File: src/rtl/stopwatch_bcd_counter.sv
// ---------------------------------------------------------------------------
// stopwatch_bcd_counter
//
// Stopwatch timebase plus BCD digit chain. A prescaler divides clk down to
// TICK_HZ while the run controller is in RUNNING. Each prescaler wrap bumps a
// chain of NUM_DIGITS packed BCD digits. One digit (MOD6_IDX) counts 0..5 so
// the display can read seconds:tens-of-seconds.
//
// Optional feature macro: LAP_HOLD_EN
//   Defined   : `lap` toggles a display freeze (lap hold). The live count keeps
//               running underneath.
//   Undefined : `lap` is ignored and `held` is tied to 0.
//
// Parameters
//   CLK_HZ     input clock frequency in Hz
//   TICK_HZ    count rate in Hz; CLK_HZ/TICK_HZ must be an integer >= 2
//   NUM_DIGITS number of BCD digits (1..8)
//   MOD6_IDX   digit that counts 0..5; any value >= NUM_DIGITS disables it
//   WRAP       1 = wrap to zero at full scale, 0 = saturate and pause
//
// Ports
//   clk        system clock, rising edge
//   reset      asynchronous active-low reset
//   start_stop single-cycle pulse; IDLE->RUNNING, RUNNING<->PAUSED
//   clr        single-cycle pulse; zero count, clear overflow, go to IDLE
//   lap        single-cycle pulse; toggles lap hold (LAP_HOLD_EN only)
//   digits     packed BCD; digit 0 is in bits [3:0]
//   running    high while in RUNNING (registered)
//   tick       one-cycle pulse coincident with each count update
//   overflow   sticky full-scale flag
//   held       high while the display is frozen
// ---------------------------------------------------------------------------
module stopwatch_bcd_counter #(
  parameter int CLK_HZ     = 100_000_000,
  parameter int TICK_HZ    = 100,
  parameter int NUM_DIGITS = 4,
  parameter int MOD6_IDX   = 3,
  parameter int WRAP       = 1
) (
  input  logic                    clk,
  input  logic                    reset,
  input  logic                    start_stop,
  input  logic                    clr,
  input  logic                    lap,
  output logic [4*NUM_DIGITS-1:0] digits,
  output logic                    running,
  output logic                    tick,
  output logic                    overflow,
  output logic                    held
);

  localparam int DIV = CLK_HZ / TICK_HZ;
  localparam int PW  = (DIV > 1) ? $clog2(DIV) : 1;
  localparam logic [PW-1:0] PRE_LAST = PW'(DIV - 1);

  typedef enum logic [1:0] {
    ST_IDLE    = 2'd0,
    ST_RUNNING = 2'd1,
    ST_PAUSED  = 2'd2
  } state_t;

  state_t                  state_reg, state_next;
  logic [PW-1:0]           pre_reg, pre_next;
  logic [4*NUM_DIGITS-1:0] count_reg, count_next;
  logic [4*NUM_DIGITS-1:0] inc_count;
  logic                    running_reg, running_next;
  logic                    tick_reg, tick_next;
  logic                    overflow_reg, overflow_next;
  logic                    tick_int;
  logic                    full_scale;
  logic [NUM_DIGITS:0]     carry;

  // -------------------------------------------------------------------------
  // BCD increment chain.
  // carry[i] is high when every digit below i sits at its maximum, so digit i
  // advances on this tick. A digit at its maximum rolls over to 0.
  // carry[NUM_DIGITS] therefore flags full scale.
  // -------------------------------------------------------------------------
  assign carry[0] = 1'b1;

  for (genvar gi = 0; gi < NUM_DIGITS; gi++) begin : g_digit
    localparam logic [3:0] DMAX = (gi == MOD6_IDX) ? 4'd5 : 4'd9;
    logic [3:0] cur;
    logic       at_max;

    assign cur       = count_reg[4*gi +: 4];
    assign at_max    = (cur == DMAX);
    assign carry[gi+1] = carry[gi] & at_max;
    assign inc_count[4*gi +: 4] = !carry[gi] ? cur :
                                  (at_max ? 4'd0 : cur + 4'd1);
  end

  assign full_scale = carry[NUM_DIGITS];

  // The internal tick fires on the cycle where the prescaler reads DIV-1.
  // Its effect (new digits, tick pulse) appears after the following edge.
  assign tick_int = (state_reg == ST_RUNNING) && (pre_reg == PRE_LAST);

  // -------------------------------------------------------------------------
  // Run controller, prescaler and count: next-state logic.
  // clr beats everything. Otherwise any tick is applied first, and then
  // start_stop toggles whatever state results from that tick.
  // -------------------------------------------------------------------------
  always_comb begin
    state_next    = state_reg;
    pre_next      = pre_reg;
    count_next    = count_reg;
    overflow_next = overflow_reg;
    tick_next     = 1'b0;

    if (clr) begin
      state_next    = ST_IDLE;
      pre_next      = '0;
      count_next    = '0;
      overflow_next = 1'b0;
    end else begin
      if (state_reg == ST_RUNNING) begin
        pre_next = tick_int ? '0 : pre_reg + PW'(1);
      end

      if (tick_int) begin
        tick_next = 1'b1;
        if (full_scale) begin
          overflow_next = 1'b1;
          if (WRAP != 0) begin
            count_next = '0;
          end else begin
            // Saturate. Later ticks leave the digits alone and pause again.
            state_next = ST_PAUSED;
          end
        end else begin
          count_next = inc_count;
        end
      end

      if (start_stop) begin
        state_next = (state_next == ST_RUNNING) ? ST_PAUSED : ST_RUNNING;
      end
    end

    running_next = (state_next == ST_RUNNING);
  end

  always_ff @(posedge clk or negedge reset) begin
    if (!reset) begin
      state_reg    <= ST_IDLE;
      pre_reg      <= '0;
      count_reg    <= '0;
      running_reg  <= 1'b0;
      tick_reg     <= 1'b0;
      overflow_reg <= 1'b0;
    end else begin
      state_reg    <= state_next;
      pre_reg      <= pre_next;
      count_reg    <= count_next;
      running_reg  <= running_next;
      tick_reg     <= tick_next;
      overflow_reg <= overflow_next;
    end
  end

  assign running  = running_reg;
  assign tick     = tick_reg;
  assign overflow = overflow_reg;

`ifdef LAP_HOLD_EN
  // -------------------------------------------------------------------------
  // Lap hold. The first lap snapshots the live count as it stood before this
  // edge, and the display then shows that snapshot. The second lap releases
  // the display back to the live count. The count itself never stops.
  // -------------------------------------------------------------------------
  logic                    held_reg, held_next;
  logic [4*NUM_DIGITS-1:0] hold_reg, hold_next;

  always_comb begin
    held_next = held_reg;
    hold_next = hold_reg;
    if (clr) begin
      held_next = 1'b0;
      hold_next = '0;
    end else if (lap && (state_reg != ST_IDLE)) begin
      held_next = !held_reg;
      if (!held_reg) begin
        hold_next = count_reg;
      end
    end
  end

  always_ff @(posedge clk or negedge reset) begin
    if (!reset) begin
      held_reg <= 1'b0;
      hold_reg <= '0;
    end else begin
      held_reg <= held_next;
      hold_reg <= hold_next;
    end
  end

  assign digits = held_reg ? hold_reg : count_reg;
  assign held   = held_reg;
`else
  logic unused_lap;
  assign unused_lap = lap;
  assign digits     = count_reg;
  assign held       = 1'b0;
`endif

endmodule

File: config.mk
export PLATFORM = sky130hd
export DESIGN_NAME = stopwatch_bcd_counter
export DESIGN_NICKNAME = d
export VERILOG_FILES = /design/src/rtl/stopwatch_bcd_counter.sv
export SDC_FILE = /design/constraint.sdc
export NUM_CORES = 1
export LEC_CHECK = 0
export BUFFER_PORTS_ARGS = -buffer_cell sky130_fd_sc_hd__buf_2
export CORE_MARGIN = 2
export CORE_UTILIZATION = 59
export DETAILED_ROUTE_END_ITERATION = 8
export HOLD_SLACK_MARGIN = 0.06
export PLACE_DENSITY = 0.9
export SETUP_SLACK_MARGIN = 0.05
export SLEW_MARGIN = 20
export SYNTH_ARGS = -nofsm -noshare
export SYNTH_HDL_FRONTEND = slang
export SYNTH_SLANG_ARGS = --single-unit
export TNS_END_PERCENT = 10
File: constraint.sdc
create_clock -name clk -period 2.08 [get_ports clk]
set_input_delay 0.416 -clock clk [delete_from_list [all_inputs] [get_ports clk]]
set_output_delay 0.416 -clock clk [all_outputs]
set_load 0.005 [all_outputs]
[After elaboration in Yosys (flattened, before gate mapping)]
Cells that the tools add are included.
Storage, ports and cells
  word-level logic and storage cells: 58
  output and inout bits: 20
  register bits after elaboration: 41
  bits of input ports: 5
Operators by class
  equality and inequality tests: 8
  muxes and demuxes: 22
  $add $sub $neg: 5
  bitwise logic cells: 3
  reduce and logical (&&, ||, !) cells: 11
Operators by type and width (count)
  $mux W20: 3
  $mux W16: 3
  $mux W4: 7
  $add A20 B1 Y20 const B: 1
  $eq A20 B20 Y1 const B: 1
  $add A4 B1 Y4 const B: 4
  $eq A4 B4 Y1 const B: 3
  $reduce_bool A3 Y1: 3
  $mux W2: 4
  $reduce_and A2 Y1: 4
  $eq A2 B1 Y1 const B: 3
  $reduce_bool A2 Y1: 3
  $mux W1: 5
  $eq A4 B3 Y1 const B: 1
  $and A1 B1 Y1: 3
  $logic_and A1 B1 Y1: 1

[Logic depth before layout (Yosys ltp)]
Gate-level depths: netlist of the first run.
  depth in word-level cells: 7
  mapped depth: 8
  mapped depth without buffers: 6

[Worst setup path after synthesis of the first run]
No wires, ideal clock.
  path kind: register to register
  start point: register pre_reg[0]
  end point: register count_reg[12], in the netlist digits[12]
  library setup time: 0.125 ns
  slack: 0.301 ns
  arrival: 1.655 ns
  period minus slack after synthesis: 1.779 ns
  path buffers: 2
  stages on the path, launching flop included: 8
  data required time: 1.955 ns
  cells stage by stage: dfrtp_1 ha_1 and4_1 buf_6 and4_1 buf_4 nand3_1 mux2_2
Between the ends
  longest elaborated chain between the ends: 4
RTL lines
  from (decl): line 63  | logic [PW-1:0] pre_reg, pre_next;
  from (signal assigned): line 154  | pre_reg <= pre_next;
  $eq A20 B20 Y1: line 97  | assign tick_int = (state_reg == ST_RUNNING) && (pre_reg == PRE_LAST);
  $logic_and A1 B1 Y1: line 97
  $reduce_bool A2 Y1 (no line)
  $reduce_and A2 Y1 (no line)
  to (signal assigned): line 155  | count_reg <= count_next;
  to (decl): line 64  | logic [4*NUM_DIGITS-1:0] count_reg, count_next;
Every way passes these cells.
A chain may end at the register's enable or synchronous reset.

[Final worst setup path of the first run]
  start point: register pre_reg[1]
  end point: register count_reg[1], in the netlist digits[1]
Between the ends
  longest elaborated chain between the ends: 3
RTL lines (line)
  $eq A20 B20 Y1: 97
  $logic_and A1 B1 Y1: 97
  $reduce_bool A2 Y1 (no line)
Every way passes these cells.

==> flow_summary.json, run 1 <==
{
  "status": "finished clean",
  "p_int_mw": 1.06,
  "cts_buffers": 5,
  "antenna_found_initial": 0,
  "clock_latency_ns": 0.30,
  "fmax_ghz": 0.499,
  "end_kind": "flip-flop",
  "grt.overflow.total": 0,
  "seq_power_share_pct": 57.6,
  "cts.clk_slew.worst_paths_ns": 0.08,
  "hold_class": "in -> async",
  "synth_top_flop_cell": "dfrtp_1",
  "tritoncts": "yes",
  "clockRootBuffer": "clkbuf_8",
  "synth_area_um2": 2410,
  "pwr-share-clk_pct": 36.4,
  "grt_max_degree": 42,
  "fin_cells": 329,
  "slew_viol_final": 0,
  "drtIter0Drc": 182,
  "synthTopCellsByArea": "dfrtp_1 43%, ha_1 4.7%, a21oi_1 3.9%",
  "pwr-share-comb_pct": 6.0,
  "wl_per_cell_um": 16.4,
  "max_cap_violations": 0,
  "p_per_area_nw_per_um2": 523,
  "htree_num_levels": 2,
  "ys_async_sr_fraction_pct": 100,
  "place_inst": 317,
  "area.growth.synth_to_final_pct": 11.4,
  "drive_gt1_share_pct": 21.9,
  "start_util_pct": 60.8,
  "coreArea_um2": 3970,
  "die_x_um": 68.0,
  "cts_num_sinks": 41,
  "largest_reg_flops": 20,
  "setup_viol": 0,
  "synth_top_area_cell": "dfrtp_1",
  "track_usage_pct": 25.5,
  "cp-start-kind": "flip-flop",
  "syn_nets": 265,
  "grt_first_pass_wirelength_um": 8860,
  "remaining_drc_errors": 0,
  "yosys_register_bits": 41,
  "p_leak_nw": 1.20,
  "postRouteAntennaNets": 0,
  "cts_buffer_depth": 2,
  "ir_drop_mv": 0.249,
  "finClkSkew_ns": 0.00675,
  "cp_max_fo": 10,
  "p_sw_uw": 341,
  "placementRows": 23,
  "synth_edf_count": 0,
  "num-nets-final": 292,
  "ys_types": 57,
  "crit_type": "reg -> reg",
  "whs_ns": 0.0725,
  "post-route-min-period_ns": 2.01,
  "syn_inst": 251,
  "seq_area_frac_synth_pct": 42.5,
  "switching_share_pct": 24.3,
  "die_y_um": 68.0,
  "critPathRequiredTime_ns": 2.30,
  "synth_warnings": 0,
  "dp_hpwl_um": 3620,
  "period_share_pct": 96.4,
  "ios": 25,
  "die-area_um2": 4620,
  "rsz0062_at_grt": "true",
  "finalWeightedCongestion": 0.819,
  "viasPerCell": 6.32,
  "vias": 2078,
  "drt_pass1_iterations": 5,
  "hold_violations": 0,
  "ctsHoldBuffers": 0,
  "diodes": 0,
  "port_buffers": 22,
  "arrival_ns": 2.22,
  "synth_area_per_cell_um2": 9.62,
  "synth_top_area_share_pct": 42.5,
  "drt_wl_total_um": 5390,
  "grt_pass1_vias": 1976
}
## Yosys cell counts, drive strengths merged (2+ instances only)
library cell / instances
dfrtp: 41
nor2: 23
a21oi: 19
buf: 12
inv: 11
nand2: 11
o21ai: 10
ha: 9
nand3: 9
or4: 9
and3: 8
o31ai: 7
nand4: 6
xor2: 6
nor3: 5
clkbuf: 4
nand2b: 4
nand3b: 4
or3: 4
a311oi: 3
a31oi: 3
mux2: 3
nor4: 3
o2111ai: 3
o211ai: 3
xnor2: 3
a21o: 2
a22o: 2
a31o: 2
and3b: 2
and4: 2
nor2b: 2
or2: 2
## routing by layer
| metal | vias to the layer above | wire length [µm] | share of wire (%) | track usage [%] |
|---|---|---|---|---|
| met5 | - | 0 | 0 | 0 |
| met3 | 12 | 223 | 4.1 | 6.09 |
| met4 | 0 | 99 | 1.8 | 10.3 |
| met1 | 1024 | 2370 | 44 | 30.8 |
| li1 | 976 | - | - | - |
| met2 | 66 | 2700 | 50 | 43.6 |
## cells in the final DEF, fill, tap and decap left out, types with 4 or more instances in the layout
cell type,Yosys,final
dfrtp_1,41,41
nor2_1,23,23
buf_2,3,22
a21oi_1,19,19
buf_4,3,13
inv_1,11,11
nand2_1,11,11
o21ai_0,10,10
or4_1,9,9
nand3_1,9,9
ha_1,9,8
and3_1,7,7
o31ai_1,7,7
xor2_1,6,6
nor3_1,5,5
nand4_1,5,5
clkbuf_8,0,5
nand2b_1,4,4
nand3b_1,4,4
## worst max-delay path, cell delays in order (launching register included)
cell and delay (ns):
dfrtp_1 0.41, ha_2 0.21, and4_2 0.28, nand4_2 0.24, or4_1 0.57, a21oi_1 0.20
## cells by family after synthesis
group | count (synthesis) | synth area share (%)
fa+ha+maj | 9 | 4.67
simple gates | 98 | 23.6
xor+xnor | 9 | 3.27
buf+inv | 27 | 6.06
flops | 41 | 42.5
other cells | 1 | 0.155
compound gates | 62 | 17.9
mux | 4 | 1.81
## repair_timing
| action | 4_1_cts | 5_1_grt |
|---|---|---|
| pin swaps | 0 | 1 |
| gates resized for setup | 1 | 3 |
| setup endpoints to repair | 2 | 23 |
| setup buffers | 0 | 4 |
## per-stage QoR
| stage | cell area (µm²) | setup slack [ns] | power [mW] | setup TNS [ns] | util (%) |
|---|---|---|---|---|---|
| finish | 2690 | 0.0747 | 1.41 | 0 | 67.7 |
| global route | 2690 | -0.0302 | 1.46 | -0.0302 | 67.7 |
| CTS | 2650 | 0.0735 | 1.41 | 0 | 66.8 |
| detailed placement | 2570 | 0.0514 | 0.906 | 0 | 64.7 |
| global placement | 2570 | 0.0845 | 0.902 | 0 | 64.7 |
| floorplan | 2410 | 0.301 | 0.871 | 0 | - |
## final timing paths
path | from | to | slack (ns) | cells after the start
max | pre_reg[1]$_DFFE_PN0P_ | digits[1]$_DFFE_PN0P_ | 0.07 | 5
min | reset | digits[15]$_DFFE_PN0P_ | 0.07 | 2
max reg2reg | pre_reg[1]$_DFFE_PN0P_ | digits[1]$_DFFE_PN0P_ | 0.07 | 5
min reg2reg | overflow$_DFFE_PN0P_ | overflow$_DFFE_PN0P_ | 0.54 | 2
max in group asynchronous | reset | pre_reg[3]$_DFFE_PN0P_ | 1.80 | 2
min in group clk | start_stop | state_reg[0]$_DFF_PN0_ | 0.35 | 2
## final cells by class
cell class / count / area [µm²]
clock inverters: 2 / 10.0
multi-input cells: 183 / 1250
clock buffers: 6 / 72.6
well taps: 50 / 62.6
fillers: 302 / 1280
inverters: 11 / 41.3
repair buffers: 36 / 228
flip-flops and latches: 41 / 1030
## power groups by stage
stage	clock network [mW]	logic [mW]	registers, mW
2_1_floorplan	0	0.0462	0.824
3_3_place_gp	0	0.0770	0.825
3_5_place_dp	0	0.0801	0.826
4_1_cts	0.517	0.0802	0.809
5_1_grt	0.551	0.0943	0.810
6_report	0.511	0.0847	0.809
Note: power is estimated with default switching activity, not from simulation.
==> inputs of run 2 (changes only) <==
BUFFER_PORTS_ARGS = -buffer_cell sky130_fd_sc_hd__buf_4   (was -buffer_cell sky130_fd_sc_hd__buf_2)
==> run 2 against run 1 <==
Sequential cell count stayed put. Sequential power hardly changed. Fmax is 2.2% higher. Clock skew is 0.0040 ns higher. Utilization is 0.44 points higher. Highest routed layer unchanged. Final area is 0.65% higher. Wire length is 0.97% lower. First-iteration DRC count is 9.3% lower. Worst hold slack better by 0.014 ns. Largest cell class unchanged.
==> flow_summary.json, run 2 (synthesized netlist as in run 1, its figures left out) <==
{
  "port_buffers": 22,
  "drive_gt1_share_pct": 20.7,
  "end_kind": "flip-flop",
  "period_share_pct": 94.3,
  "clockRootBuffer": "clkbuf_8",
  "finClkSkew_ns": 0.0108,
  "arrival_ns": 2.19,
  "hold_violations": 0,
  "cts_num_sinks": 41,
  "drt_pass1_iterations": 4,
  "cp_max_fo": 6,
  "area.growth.synth_to_final_pct": 12.1,
  "die_y_um": 68.0,
  "placementRows": 23,
  "post-route-util_pct": 68.1,
  "diodes": 0,
  "critPathRequiredTime_ns": 2.31,
  "fmax_ghz": 0.510,
  "timing.rr.start": "pre_reg[1]$_DFFE_PN0P_",
  "dp_hpwl_um": 3610,
  "post-route-min-period_ns": 1.96,
  "coreArea_um2": 3970,
  "postRouteAntennaNets": 0,
  "wl_per_cell_um": 16.4,
  "grt_pass1_vias": 1836,
  "tightest_slew_ns": 0.526,
  "ctsHoldBuffers": 0,
  "max_cap_violations": 0,
  "drtIter0Drc": 165,
  "htree_num_levels": 2,
  "setup_viol": 0,
  "hold_class": "in -> async",
  "ios": 25,
  "remaining_drc_errors": 0,
  "tritoncts": "yes",
  "tns_ns": 0,
  "grt_max_degree": 42,
  "crit_type": "reg -> reg",
  "finalPower_mw": 1.41,
  "r2r_slack_ns": 0.12,
  "start_util_pct": 60.8,
  "reg2reg_depth": 6,
  "antenna_found_initial": 0,
  "crit_path_max_incr_delay_ns": 0.53,
  "drt_wl_total_um": 5340,
  "mostFrequentLayoutCell": "dfrtp_1",
  "grt_first_pass_wirelength_um": 8670,
  "status": "finished clean",
  "crit_end": "digits[0]$_DFFE_PN0P_",
  "num-nets-final": 288,
  "p_per_area_nw_per_um2": 520,
  "largest_reg_flops": 20,
  "track_usage_pct": 25.3,
  "cts.clk_slew.worst_paths_ns": 0.08,
  "die_x_um": 68.0,
  "layout_common_cells": "41 x dfrtp_1, 32 x buf_4, 23 x nor2_1, 19 x a21oi_1",
  "cts_buffer_depth": 2,
  "vias": 2012,
  "finalWeightedCongestion": 0.797,
  "cts_buffers": 5,
  "slew_headroom_pct": 64.9,
  "slew_viol_final": 0,
  "path_cells": "ha_2, and4_1, buf_4, nand4_2, or4_1, a21oi_1",
  "cp-start-kind": "flip-flop",
  "ir_drop_mv": 0.238,
  "p_leak_nw": 1.17,
  "worst_r2r_endpoint": "digits[0]$_DFFE_PN0P_",
  "grt.overflow.total": 0,
  "die-area_um2": 4620,
  "rsz0062_at_grt": "false",
  "viasPerCell": 6.19,
  "slowest_stage": "or4_1",
  "critPathLaunch": "pre_reg[1]$_DFFE_PN0P_",
  "clock_latency_ns": 0.30
}
-- run 2: area by class of cell --
cell class | instances | area (µm²)
clock buffers | 6 | 72.6
clock inverters | 2 | 10.0
fillers | 301 | 1270
inverters | 11 | 41.3
multi-input cells | 183 | 1250
flip-flops and latches | 41 | 1030
well taps | 50 | 62.6
repair buffers | 32 | 240
-- run 2: where the power goes --
group,internal [mW],switching [mW]
sequential,0.803,0.00628
combinational,0.0259,0.0545
clock,0.233,0.284
total,1.06,0.344
-- run 2: how the worst min path moves through the flow --
stage                                        end  cells past startpoint  start
final                      digits[4]$_DFFE_PN0P_                      1  reset
after detailed placement  digits[11]$_DFFE_PN0P_                      1  reset
after global placement    digits[11]$_DFFE_PN0P_                      1  reset
after CTS                 digits[11]$_DFFE_PN0P_                      1  reset
after global routing      digits[10]$_DFFE_PN0P_                      1  reset
after floorplan            digits[0]$_DFFE_PN0P_                      0  reset
-- run 2: routing by layer --
metal	up-vias	wire length (µm)	GRT usage (%)
met3	8	213	5.43
met4	0	74	12.3
met1	987	2320	31.3
li1	970	-	-
met2	47	2730	41.9
met5	-	0	0
-- run 2: metrics by stage --
| stage | std cells | instance area (µm²) | hold WS [ns] | setup slack, ns |
|---|---|---|---|---|
| after floorplan | 251 | 2410 | 0.120 | 0.301 |
| after global placement | 316 | 2600 | 0.429 | 0.163 |
| after detailed placement | 316 | 2600 | 0.427 | 0.0827 |
| after CTS | 324 | 2690 | 0.103 | 0.0753 |
| after global routing | 325 | 2710 | 0.123 | 0.0444 |
| final | 325 | 2710 | 0.0866 | 0.118 |
-- run 2: critical path, delay by kind of cell (launching register included) --
family | cells | cell delay, ns
flops | 1 | 0.41
compound gates | 1 | 0.18
fa+ha+maj | 1 | 0.22
simple gates | 3 | 0.93
buf+inv | 1 | 0.15
-- run 2: repair_timing --
| item | CTS | global route |
|---|---|---|
| setup endpoints to repair | 0 | 19 |
| resized for setup | 0 | 4 |
| setup buffers | 0 | 1 |
==> inputs of run 3 (changes only) <==
RECOVER_POWER = 100   (was default)
==> run 3 against run 2 <==
Via count up 1.4%. Largest cell class unchanged. Critical path type unchanged. Fmax fell by 0.58%. Largest power group unchanged. Critical path depth did not move. Count of clock-buffer cells in the layout is the same. Clock skew down 0.0015 ns. Critical endpoint unchanged. Combinational power shrank 2%.
==> flow_summary.json, run 3 (synthesized netlist as in run 1, its figures left out) <==
{
  "status": "finished clean",
  "drt_pass1_iterations": 4,
  "ir_drop_mv": 0.239,
  "p_per_area_nw_per_um2": 523,
  "antenna_found_initial": 0,
  "slowest_stage": "or4_1",
  "finClkSkew_ns": 0.00928,
  "rsz0062_at_grt": "false",
  "tns_ns": 0,
  "period_share_pct": 94.9,
  "track_usage_pct": 25.3,
  "die-area_um2": 4620,
  "layout_common_cells": "41 x dfrtp_1, 23 x nor2_1, 19 x a21oi_1, 17 x clkbuf_4",
  "vias": 2041,
  "pwr-share-comb_pct": 5.6,
  "remaining_drc_errors": 0,
  "crit_path_max_incr_delay_ns": 0.53,
  "max_cap_violations": 0,
  "grt_pass1_vias": 1836,
  "fmax_ghz": 0.507,
  "placementRows": 23,
  "ctsHoldBuffers": 0,
  "slew_headroom_pct": 32.7,
  "dp_hpwl_um": 3610,
  "seq_power_share_pct": 57.6,
  "cts_buffer_depth": 2,
  "slew_viol_final": 0,
  "ios": 25,
  "wl_per_cell_um": 16.3,
  "arrival_ns": 2.20,
  "place_inst": 316,
  "path_cells": "ha_1, and4_1, buf_4, nand4_2, or4_1, a21oi_1",
  "hold_violations": 0,
  "switching_share_pct": 24.5,
  "htree_num_levels": 2,
  "tritoncts": "yes",
  "port_buffers": 22,
  "p_int_mw": 1.06,
  "critPathLaunch": "pre_reg[1]$_DFFE_PN0P_",
  "die_y_um": 68.0,
  "p_leak_nw": 1.16,
  "die_x_um": 68.0,
  "cp_num_buf_inv": 1,
  "grt_first_pass_wirelength_um": 8670,
  "finalPower_mw": 1.41,
  "grt.overflow.total": 0,
  "cts.clk_slew.worst_paths_ns": 0.08,
  "num-nets-final": 288,
  "finish.instance_area_um2": 2690,
  "post-route-util_pct": 67.7,
  "area.growth.synth_to_final_pct": 11.4,
  "clock_latency_ns": 0.30,
  "timing.rr.start": "pre_reg[1]$_DFFE_PN0P_",
  "start_util_pct": 60.8,
  "coreArea_um2": 3970,
  "nFillCells": 307,
  "cpLargestDelayFamily": "simple AND/OR/NAND/NOR gates",
  "postRouteAntennaNets": 0,
  "diodes": 0,
  "end_kind": "flip-flop",
  "fin_cells": 325,
  "post-route-min-period_ns": 1.97,
  "seq_area_um2": 1030,
  "tightest_slew_ns": 1.01,
  "cts_num_sinks": 41,
  "clockRootBuffer": "clkbuf_8",
  "grt_max_degree": 42,
  "p_sw_uw": 344,
  "drt_wl_total_um": 5310,
  "pwr-share-clk_pct": 36.8,
  "crit_type": "reg -> reg",
  "drive_gt1_share_pct": 19.3,
  "cts_buffers": 5,
  "drtIter0Drc": 139,
  "multiInputGateArea_um2": 1250,
  "mostFrequentLayoutCell": "dfrtp_1",
  "postPlaceCellArea_um2": 2600,
  "cp-start-kind": "flip-flop",
  "critPathRequiredTime_ns": 2.30,
  "cp_max_fo": 6,
  "finalWeightedCongestion": 0.797,
  "viasPerCell": 6.28,
  "hold_class": "in -> async",
  "largest_reg_flops": 20,
  "setup_viol": 0
}
[run 3: per-layer routing]
metal | part of all wire [%] | global-route usage, % | wire [µm]
met1 | 43 | 31.3 | 2260
met2 | 52 | 41.9 | 2730
met3 | 4.5 | 5.43 | 237
met4 | 1.4 | 12.3 | 75
met5 | 0 | 0 | 0
[run 3: timing repair]
item / in CTS / in global routing
endpoints found under the setup margin: 0 / 19
resized for setup: 0 / 4
buffers inserted: 0 / 1
[run 3: final timing paths]
kind | endpoint | slack (ns) | depth (start not counted)
min reg2reg | overflow$_DFFE_PN0P_ | 0.53 | 2
max reg2reg | digits[0]$_DFFE_PN0P_ | 0.11 | 6
min in group clk | state_reg[0]$_DFF_PN0_ | 0.33 | 2
max | digits[0]$_DFFE_PN0P_ | 0.11 | 6
min | digits[11]$_DFFE_PN0P_ | 0.27 | 1
max in group asynchronous | running$_DFF_PN0_ | 1.19 | 1
[run 3: final cells by class]
| type | count | share of cell area (%) |
|---|---|---|
| tap | 50 | 2.33 |
| multi-input combinational | 183 | 46.5 |
| sequential | 41 | 38.2 |
| inverter | 11 | 1.54 |
| clock buffer | 6 | 2.70 |
| timing repair buffer | 32 | 8.42 |
| clock inverter | 2 | 0.372 |
[run 3: metrics by stage]
step	hold WS [ns]	setup WS, ns
floorplan	0.120	0.301
CTS	0.103	0.0753
detailed placement	0.427	0.0827
global route	0.334	0.0466
global placement	0.429	0.163
finish	0.273	0.107
[run 3: power by group through the flow]
stage / clock network (mW) / logic (mW) / registers, mW
floorplan: 0 / 0.0462 / 0.824
global placement: 0 / 0.0737 / 0.826
detailed placement: 0 / 0.0764 / 0.826
CTS: 0.519 / 0.0764 / 0.810
global route: 0.553 / 0.0897 / 0.810
finish: 0.517 / 0.0791 / 0.810
